<file path="config.mk">
export PLATFORM = sky130hd
export DESIGN_NAME = mode_driver_flat
export DESIGN_NICKNAME = d
export VERILOG_FILES = /design/src/rtl/mode_pkg.sv /design/src/rtl/mode_driver_if.sv /design/src/rtl/mode_phase_gen.sv /design/src/rtl/mode_driver.sv /design/src/flat_wrapper.sv
export SDC_FILE = /design/constraint.sdc
export NUM_CORES = 1
export LEC_CHECK = 0
export ABC_AREA = 1
export ABC_CLOCK_PERIOD_IN_PS = 1600
export BUFFER_PORTS_ARGS = -buffer_cell sky130_fd_sc_hd__clkbuf_2
export CELL_PAD_IN_SITES_DETAIL_PLACEMENT = 1
export CELL_PAD_IN_SITES_GLOBAL_PLACEMENT = 2
export CORE_ASPECT_RATIO = 1.75
export CORE_MARGIN = 2
export CORE_UTILIZATION = 29
export DETAILED_ROUTE_END_ITERATION = 8
export GPL_TIMING_DRIVEN = 0
export PLACE_DENSITY_LB_ADDON = 0.1
export SETUP_SLACK_MARGIN = 0.2
export SLEW_MARGIN = 10
export SYNTH_ARGS = -nofsm -noshare
export SYNTH_HDL_FRONTEND = slang
export SYNTH_SLANG_ARGS = --single-unit
export TNS_END_PERCENT = 5
</file>
<file path="constraint.sdc">
create_clock -name clk -period 1.6 [get_ports clk]
set_clock_uncertainty 0.1 [all_clocks]
set_input_delay 0.32 -clock clk [delete_from_list [all_inputs] [get_ports clk]]
set_output_delay 0.32 -clock clk [all_outputs]
set_load 0.1 [all_outputs]
</file>
<file path="src/rtl/mode_pkg.sv">
// Shared encodings for the moding driver: command ops, control states and drive phases.
package mode_pkg;

  typedef enum logic [2:0] {
    OP_NOP     = 3'd0,
    OP_ZERO    = 3'd1,
    OP_CA_ON   = 3'd2,
    OP_CA_OFF  = 3'd3,
    OP_EEC_ON  = 3'd4,
    OP_EEC_OFF = 3'd5
  } op_e;

  typedef enum logic [1:0] {
    ST_IDLE  = 2'd0,
    ST_PEND  = 2'd1,
    ST_APPLY = 2'd2,
    ST_ZERO  = 2'd3
  } state_e;

  typedef enum logic [1:0] {
    PH_1 = 2'd0,
    PH_2 = 2'd1,
    PH_3 = 2'd2,
    PH_4 = 2'd3
  } phase_e;

  localparam logic [2:0] OP_LAST_LEGAL = 3'd5;

  // Codes 6 and 7 are reserved and rejected on acceptance.
  function automatic logic op_legal(input logic [2:0] op);
    return op <= OP_LAST_LEGAL;
  endfunction

endpackage

</file>
<file path="src/rtl/mode_driver_if.sv">
// Moding command handshake between a command source and the mode driver.
interface mode_driver_if;
  logic       cmd_valid;
  logic [2:0] cmd_op;
  logic       cmd_ready;
  logic       cmd_err;

  modport master (output cmd_valid, output cmd_op, input cmd_ready, input cmd_err);
  modport slave  (input cmd_valid, input cmd_op, output cmd_ready, output cmd_err);
endinterface

</file>
<file path="src/rtl/mode_phase_gen.sv">
// Free-running four-phase generator: clk divider, phase counter, active-low phase drives,
// cycle_start, and a boundary_c strobe that is high in the clk before phase 1 is entered.
module mode_phase_gen
  import mode_pkg::*;
#(
  parameter int unsigned DIVIDE = 4
) (
  input  logic clk,
  input  logic rst,
  output logic faz2dr,
  output logic faz3dr,
  output logic faz4dr,
  output logic faz2dr_n,
  output logic cycle_start,
  output logic boundary_c
);

  localparam int unsigned CNT_W = (DIVIDE > 1) ? $clog2(DIVIDE) : 1;
  localparam logic [CNT_W-1:0] CNT_LAST = CNT_W'(DIVIDE - 1);

  logic [CNT_W-1:0] cnt_q, cnt_d;
  phase_e           phase_q, phase_d;

  // Reset parks on the last count of phase 4 so the first edge out of reset enters phase 1.
  always_comb begin
    cnt_d   = cnt_q + CNT_W'(1);
    phase_d = phase_q;
    if (cnt_q == CNT_LAST) begin
      cnt_d   = '0;
      phase_d = phase_e'(2'(phase_q) + 2'd1);
    end
  end

  assign boundary_c = (phase_q == PH_4) && (cnt_q == CNT_LAST);

  always_ff @(posedge clk) begin
    if (rst) begin
      cnt_q       <= CNT_LAST;
      phase_q     <= PH_4;
      faz2dr      <= 1'b1;
      faz3dr      <= 1'b1;
      faz4dr      <= 1'b1;
      faz2dr_n    <= 1'b0;
      cycle_start <= 1'b0;
    end else begin
      cnt_q       <= cnt_d;
      phase_q     <= phase_d;
      faz2dr      <= (phase_d != PH_2);
      faz3dr      <= (phase_d != PH_3);
      faz4dr      <= (phase_d != PH_4);
      faz2dr_n    <= (phase_d == PH_2);
      cycle_start <= boundary_c;
    end
  end

endmodule

</file>
<file path="src/rtl/mode_driver.sv">
// Moding driver: accepts one command at a time and applies it on the next phase-1 boundary.
// Optional MODE_DRIVER_INTERLOCK_EN couples coarse-align and error-counter-enable discretes.
module mode_driver
  import mode_pkg::*;
#(
  parameter int unsigned DIVIDE   = 4,
  parameter int unsigned ZERO_LEN = 2
) (
  input  logic          clk,
  input  logic          rst,
  mode_driver_if.slave  cmd,
  output logic          FAZ2DR,
  output logic          FAZ3DR,
  output logic          FAZ4DR,
  output logic          FAZ2DR_n,
  output logic          AGCCA,
  output logic          AGCZ,
  output logic          AGCEEC,
  output logic          ISSZDR,
  output logic          cycle_start
);

  localparam int unsigned ZCNT_W = (ZERO_LEN > 1) ? $clog2(ZERO_LEN) : 1;
  localparam logic [ZCNT_W-1:0] ZCNT_LAST = ZCNT_W'(ZERO_LEN - 1);

  state_e            state_q, state_d;
  op_e               pend_q, pend_d;
  logic [ZCNT_W-1:0] zcnt_q, zcnt_d;
  logic              ready_q, ready_d;
  logic              err_q, err_d;
  logic              ca_d, eec_d, zero_d;
  logic              boundary;
  logic              accept, reject;

  mode_phase_gen #(.DIVIDE(DIVIDE)) u_phase (
    .clk         (clk),
    .rst         (rst),
    .faz2dr      (FAZ2DR),
    .faz3dr      (FAZ3DR),
    .faz4dr      (FAZ4DR),
    .faz2dr_n    (FAZ2DR_n),
    .cycle_start (cycle_start),
    .boundary_c  (boundary)
  );

  assign cmd.cmd_ready = ready_q;
  assign cmd.cmd_err   = err_q;
  assign accept        = cmd.cmd_valid && ready_q;

  // Commands rejected at acceptance never reach the pending register.
  always_comb begin
    reject = !op_legal(cmd.cmd_op);
`ifdef MODE_DRIVER_INTERLOCK_EN
    if ((cmd.cmd_op == OP_EEC_ON) && !AGCCA) reject = 1'b1;
`endif
  end

  always_ff @(posedge clk) begin
    if (rst) begin
      state_q <= ST_IDLE;
      pend_q  <= OP_NOP;
      zcnt_q  <= '0;
      ready_q <= 1'b0;
      err_q   <= 1'b0;
      AGCCA   <= 1'b1;
      AGCEEC  <= 1'b1;
      AGCZ    <= 1'b1;
      ISSZDR  <= 1'b1;
    end else begin
      state_q <= state_d;
      pend_q  <= pend_d;
      zcnt_q  <= zcnt_d;
      ready_q <= ready_d;
      err_q   <= err_d;
      AGCCA   <= ca_d;
      AGCEEC  <= eec_d;
      AGCZ    <= zero_d;
      ISSZDR  <= zero_d;
    end
  end

  always_comb begin
    state_d = state_q;
    case (state_q)
      ST_IDLE:  if (accept && !reject) state_d = ST_PEND;
      ST_PEND:  if (boundary) state_d = ST_APPLY;
      ST_APPLY: state_d = (pend_q == OP_ZERO) ? ST_ZERO : ST_IDLE;
      ST_ZERO:  if (boundary && (zcnt_q == ZCNT_LAST)) state_d = ST_IDLE;
      default:  state_d = ST_IDLE;
    endcase
  end

  // Mode discretes only move on a boundary edge, while in PEND or ZERO.
  always_comb begin
    pend_d  = pend_q;
    zcnt_d  = zcnt_q;
    ca_d    = AGCCA;
    eec_d   = AGCEEC;
    zero_d  = AGCZ;
    err_d   = accept && reject;
    ready_d = (state_d == ST_IDLE) && !err_d;
    case (state_q)
      ST_IDLE: if (accept && !reject) pend_d = op_e'(cmd.cmd_op);
      ST_PEND: begin
        if (boundary) begin
          case (pend_q)
            OP_ZERO: begin
              zero_d = 1'b0;
              zcnt_d = '0;
            end
            OP_CA_ON: begin
              ca_d = 1'b0;
`ifdef MODE_DRIVER_INTERLOCK_EN
              eec_d = 1'b1;
`endif
            end
            OP_CA_OFF:  ca_d  = 1'b1;
            OP_EEC_ON:  eec_d = 1'b0;
            OP_EEC_OFF: eec_d = 1'b1;
            default: ;
          endcase
        end
      end
      ST_APPLY: pend_d = OP_NOP;
      ST_ZERO: begin
        if (boundary) begin
          if (zcnt_q == ZCNT_LAST) zero_d = 1'b1;
          else                     zcnt_d = zcnt_q + ZCNT_W'(1);
        end
      end
      default: ;
    endcase
  end

endmodule
</file>
<file path="src/flat_wrapper.sv">
// flat-port wrapper written by rule: the top's interface ports become plain ports
module mode_driver_flat import mode_pkg::*;
#(
  parameter int unsigned DIVIDE   = 4,
  parameter int unsigned ZERO_LEN = 2
)
  (clk, rst, FAZ2DR, FAZ3DR, FAZ4DR, FAZ2DR_n, AGCCA, AGCZ, AGCEEC, ISSZDR, cycle_start, cmd_cmd_valid, cmd_cmd_op, cmd_cmd_ready, cmd_cmd_err);
  mode_driver_if cmd_i ();
  input  logic clk;
  input  logic rst;
  output logic FAZ2DR;
  output logic FAZ3DR;
  output logic FAZ4DR;
  output logic FAZ2DR_n;
  output logic AGCCA;
  output logic AGCZ;
  output logic AGCEEC;
  output logic ISSZDR;
  output logic cycle_start;
  input wire logic [$bits(cmd_i.cmd_valid)-1:0] cmd_cmd_valid;
  input wire logic [$bits(cmd_i.cmd_op)-1:0] cmd_cmd_op;
  output wire logic [$bits(cmd_i.cmd_ready)-1:0] cmd_cmd_ready;
  output wire logic [$bits(cmd_i.cmd_err)-1:0] cmd_cmd_err;
  assign cmd_i.cmd_valid = cmd_cmd_valid;
  assign cmd_i.cmd_op = cmd_cmd_op;
  assign cmd_cmd_ready = cmd_i.cmd_ready;
  assign cmd_cmd_err = cmd_i.cmd_err;
  mode_driver #(.DIVIDE(DIVIDE), .ZERO_LEN(ZERO_LEN)) u_core (.clk(clk), .rst(rst), .cmd(cmd_i), .FAZ2DR(FAZ2DR), .FAZ3DR(FAZ3DR), .FAZ4DR(FAZ4DR), .FAZ2DR_n(FAZ2DR_n), .AGCCA(AGCCA), .AGCZ(AGCZ), .AGCEEC(AGCEEC), .ISSZDR(ISSZDR), .cycle_start(cycle_start));
endmodule
</file>
==> impl_table.tex <==
\begin{tabular}{lr}
\hline
Metric & Value \\
\hline
\multicolumn{2}{l}{\textbf{Place}} \\
Post-detail-place hpwl & 1.52 mm \\
Buffers on Ports & 15 \\
Placed standard-cell area & 946 sq um \\
Global placement routability congestion & 0.715 \\
\multicolumn{2}{l}{\textbf{Clock tree}} \\
Clock Path Buffers & 2 \\
Clock tree sinks & 20 \\
H-tree depth & 1 \\
Clock-pin transition on the worst setup and hold timing paths & 80 ps \\
Clock tree from TritonCTS & built \\
Postcts setup bufs & 0 \\
Number of buffers created by CTS & 3 \\
Clock root buffer & clkbuf\_8 \\
Later-pin clock latency in the skew report & 260 ps \\
\multicolumn{2}{l}{\textbf{Layout}} \\
Fraction of layout cells with a size suffix above 1 & 31.5\% \\
Count of filler cells inserted in the layout & 345 \\
Diodes inserted & 0 \\
Commonest cells after routing, fill and taps aside & nand2\_1, dfxtp\_1, nand3\_1 \\
Cell area after layout & 0.00104 sq mm \\
Layout area overhead & 24.3\% \\
Total number of nets in the final design & 133 \\
Most frequent standard cell in the layout excluding fill and tap cells & nand2\_1 \\
\multicolumn{2}{l}{\textbf{Global route}} \\
Global-route wire length before repair & 3.22 mm \\
GR Layer Usage met3 & 2.16\% \\
GR met1 Demand/Resource & 12.8\% \\
Initial antenna violation count & 0 \\
Met2 usage & 25.3\% \\
Pin count of the biggest net entering global routing & 13 \\
Via count of the first global-routing pass & 768 \\
Global Route Usage Sum & 13.6\% \\
GRT busiest layer & met2 \\
Overall overflow remaining after global route & 0 \\
\multicolumn{2}{l}{\textbf{Worst setup path}} \\
Start point of the critical path & u\_core.u\_phase.faz2dr \\
Series of cell instances along the critical path & clkbuf\_2 \\
Worst Setup Start Kind & flop \\
Required time reported for the critical path endpoint & 1180 ps \\
Critical-path maximum fanout & 1 \\
Highest-delay cell along the critical path & clkbuf\_2 \\
Category of the most critical setup path & flop to output port \\
Arrival time of the worst setup path & 1030 ps \\
Critical path's top delay family & buffers and inverters \\
Combined buffer and inverter count along the critical path & 1 \\
Critical register-to-register path startpoint & u\_core.u\_phase.phase\_q[0] \\
Max incr delay on CP & 450 ps \\
Crit end category & output port \\
\multicolumn{2}{l}{\textbf{Synthesis}} \\
Area share of the largest cell type after synthesis & 48.0\% \\
Synth Net Count & 113 \\
Adder-cell share of the synthesized area & 3.00\% \\
YS warnings & 0 \\
Main combinational cell family by area after synthesis & simple AND/OR/NAND/NOR gates \\
Main area contributors after synthesis & dfxtp\_1, nand2\_1, nand3\_1, inv\_1, nor2\_1 \\
Post-synthesis xor/xnor area fraction & 1.05\% \\
Top cell type by total area after synthesis & dfxtp\_1 \\
Simple-gate share of the synthesized area & 35.7\% \\
Fraction of the mapped netlist area in compound gates & 4.05\% \\
Mux cell area share after synthesis & 0\% \\
Post-synthesis cell type count & 23 \\
\#FFs+latches synth & 20 \\
Cells after synthesis & 105 \\
Area of the mapped netlist & 835 sq um \\
Register area share after synthesis & 48.0\% \\
Mean area per synthesized cell & 7.95 sq um \\
\multicolumn{2}{l}{\textbf{Detailed routing}} \\
Wire length per cell after detailed routing & 12.7 um \\
Vias per inst & 4.84 \\
Initial DRT Pass Iterations & 2 \\
DR iter-0 viols & 5 \\
Final WL & 1.91 mm \\
Total vias in the final route & 731 \\
Antenna violation net count after detailed routing & 0 \\
DRC violation count after routing & 0 \\
\multicolumn{2}{l}{\textbf{Timing}} \\
Setup\_tns & 0 ps \\
Final period demand of the worst path & 1450 ps \\
Final slew viol count & 0 \\
Worst slew margin relative to its limit & 64.0\% \\
Share of the clock period used by the worst path after layout & 90.4\% \\
Setup repair after global routing missed its margin & yes \\
Slew of the pin with the lowest slew margin & 542 ps \\
Top achievable clock speed & 0.692 GHz \\
Final Hold Vio Count & 0 \\
Setup-violating endpoint count in the final report & 0 \\
\multicolumn{2}{l}{\textbf{Power}} \\
Static Leakage & 0.000465 uW \\
Power density over the cells & 1470 mW/mm\^{}2 \\
Worst vdd rail ir drop & 0.624 mV \\
\multicolumn{2}{l}{\textbf{Floorplan}} \\
Cell Rows & 25 \\
Top-level port count & 17 \\
Initial core utilization & 30.7\% \\
Die X-Extent & 44.6 um \\
Die Footprint & 0.00334 sq mm \\
Core Box Area & 0.00272 sq mm \\
Floorplan die height & 75.0 um \\
\multicolumn{2}{l}{\textbf{Run}} \\
Number of maximum-capacitance violations & 0 \\
\multicolumn{2}{l}{\textbf{Min path}} \\
Hold wc startpoint & cmd\_cmd\_op[0] \\
Path category of the worst min-delay check & primary input to flop \\
\multicolumn{2}{l}{\textbf{Run status}} \\
Outcome & completed \\
\hline
\end{tabular}
routing by layer:
layer  up-vias  share of wire [%]
met5         -                  0
li1        368                  -
met1       349                 36
met3         4                2.1
met4         0                3.2
met2        10                 58
repair_timing:
action / 4_1_cts / 5_1_grt
endpoints found under the setup margin: 14 / 21
hold buffers: 0 / 0
gates resized for setup: 2 / 10
Yosys cell counts, drive strengths merged:
cell type  count
nand2         24
dfxtp         20
nand3         16
inv           15
nor2          12
a21oi          4
nand4          3
buf            2
ha             2
nor3           2
o21ai          2
or2            2
xnor2          1
per-stage QoR:
| stage | cells | total power [uW] | hold WS (ps) | utilization [%] | setup slack (ps) |
|---|---|---|---|---|---|
| detailed placement | 147 | 1020 | 347 | 34.8 | 166 |
| global placement | 147 | 1020 | 332 | 34.8 | 204 |
| floorplan | 105 | 949 | 318 | - | 148 |
| global route | 151 | 1600 | 193 | 38.1 | 130 |
| finish | 151 | 1530 | 188 | 38.1 | 154 |
| CTS | 151 | 1540 | 180 | 37.6 | 118 |
report_power, final:
group	switching, uW	internal [uW]
Sequential	27.8	551
Combinational	344	90.3
Clock	182	334
Total	554	976
worst paths after layout:
| path | end | slack [ps] | cells past startpoint |
|---|---|---|---|
| setup / recovery | FAZ2DR | 150 | 1 |
| setup reg to reg | u_core.AGCEEC | 320 | 6 |
| hold reg to reg | u_core.AGCEEC | 360 | 2 |
| hold / removal | u_core.pend_q[0] | 190 | 3 |
registers in the layout (all words and copies together) (netlist names), 2 cells and up:
name	cells
u_core.pend_q	3
u_core.state_q	2
u_core.u_phase.cnt_q	2
u_core.u_phase.phase_q	2
final cells by class:
class | instances | area (sq um) | share of cell area (%)
repair buffers | 15 | 82.6 | 7.96
well taps | 27 | 33.8 | 3.26
plain buffers | 2 | 12.5 | 1.21
clock buffers | 3 | 41.3 | 3.98
inverters | 15 | 56.3 | 5.43
multi-input cells | 68 | 378 | 36.4
flip-flops and latches | 20 | 403 | 38.8
clock inverters | 1 | 30.0 | 2.90
logic make-up (layout without fill, tap and decap cells):
group / Yosys count / count (layout)
fa+ha+maj: 2 / 2
xor+xnor: 1 / 1
buf+inv: 17 / 36
compound gates: 6 / 6
simple gates: 59 / 59
flops: 20 / 20
(Power assumes the default switching activity.)
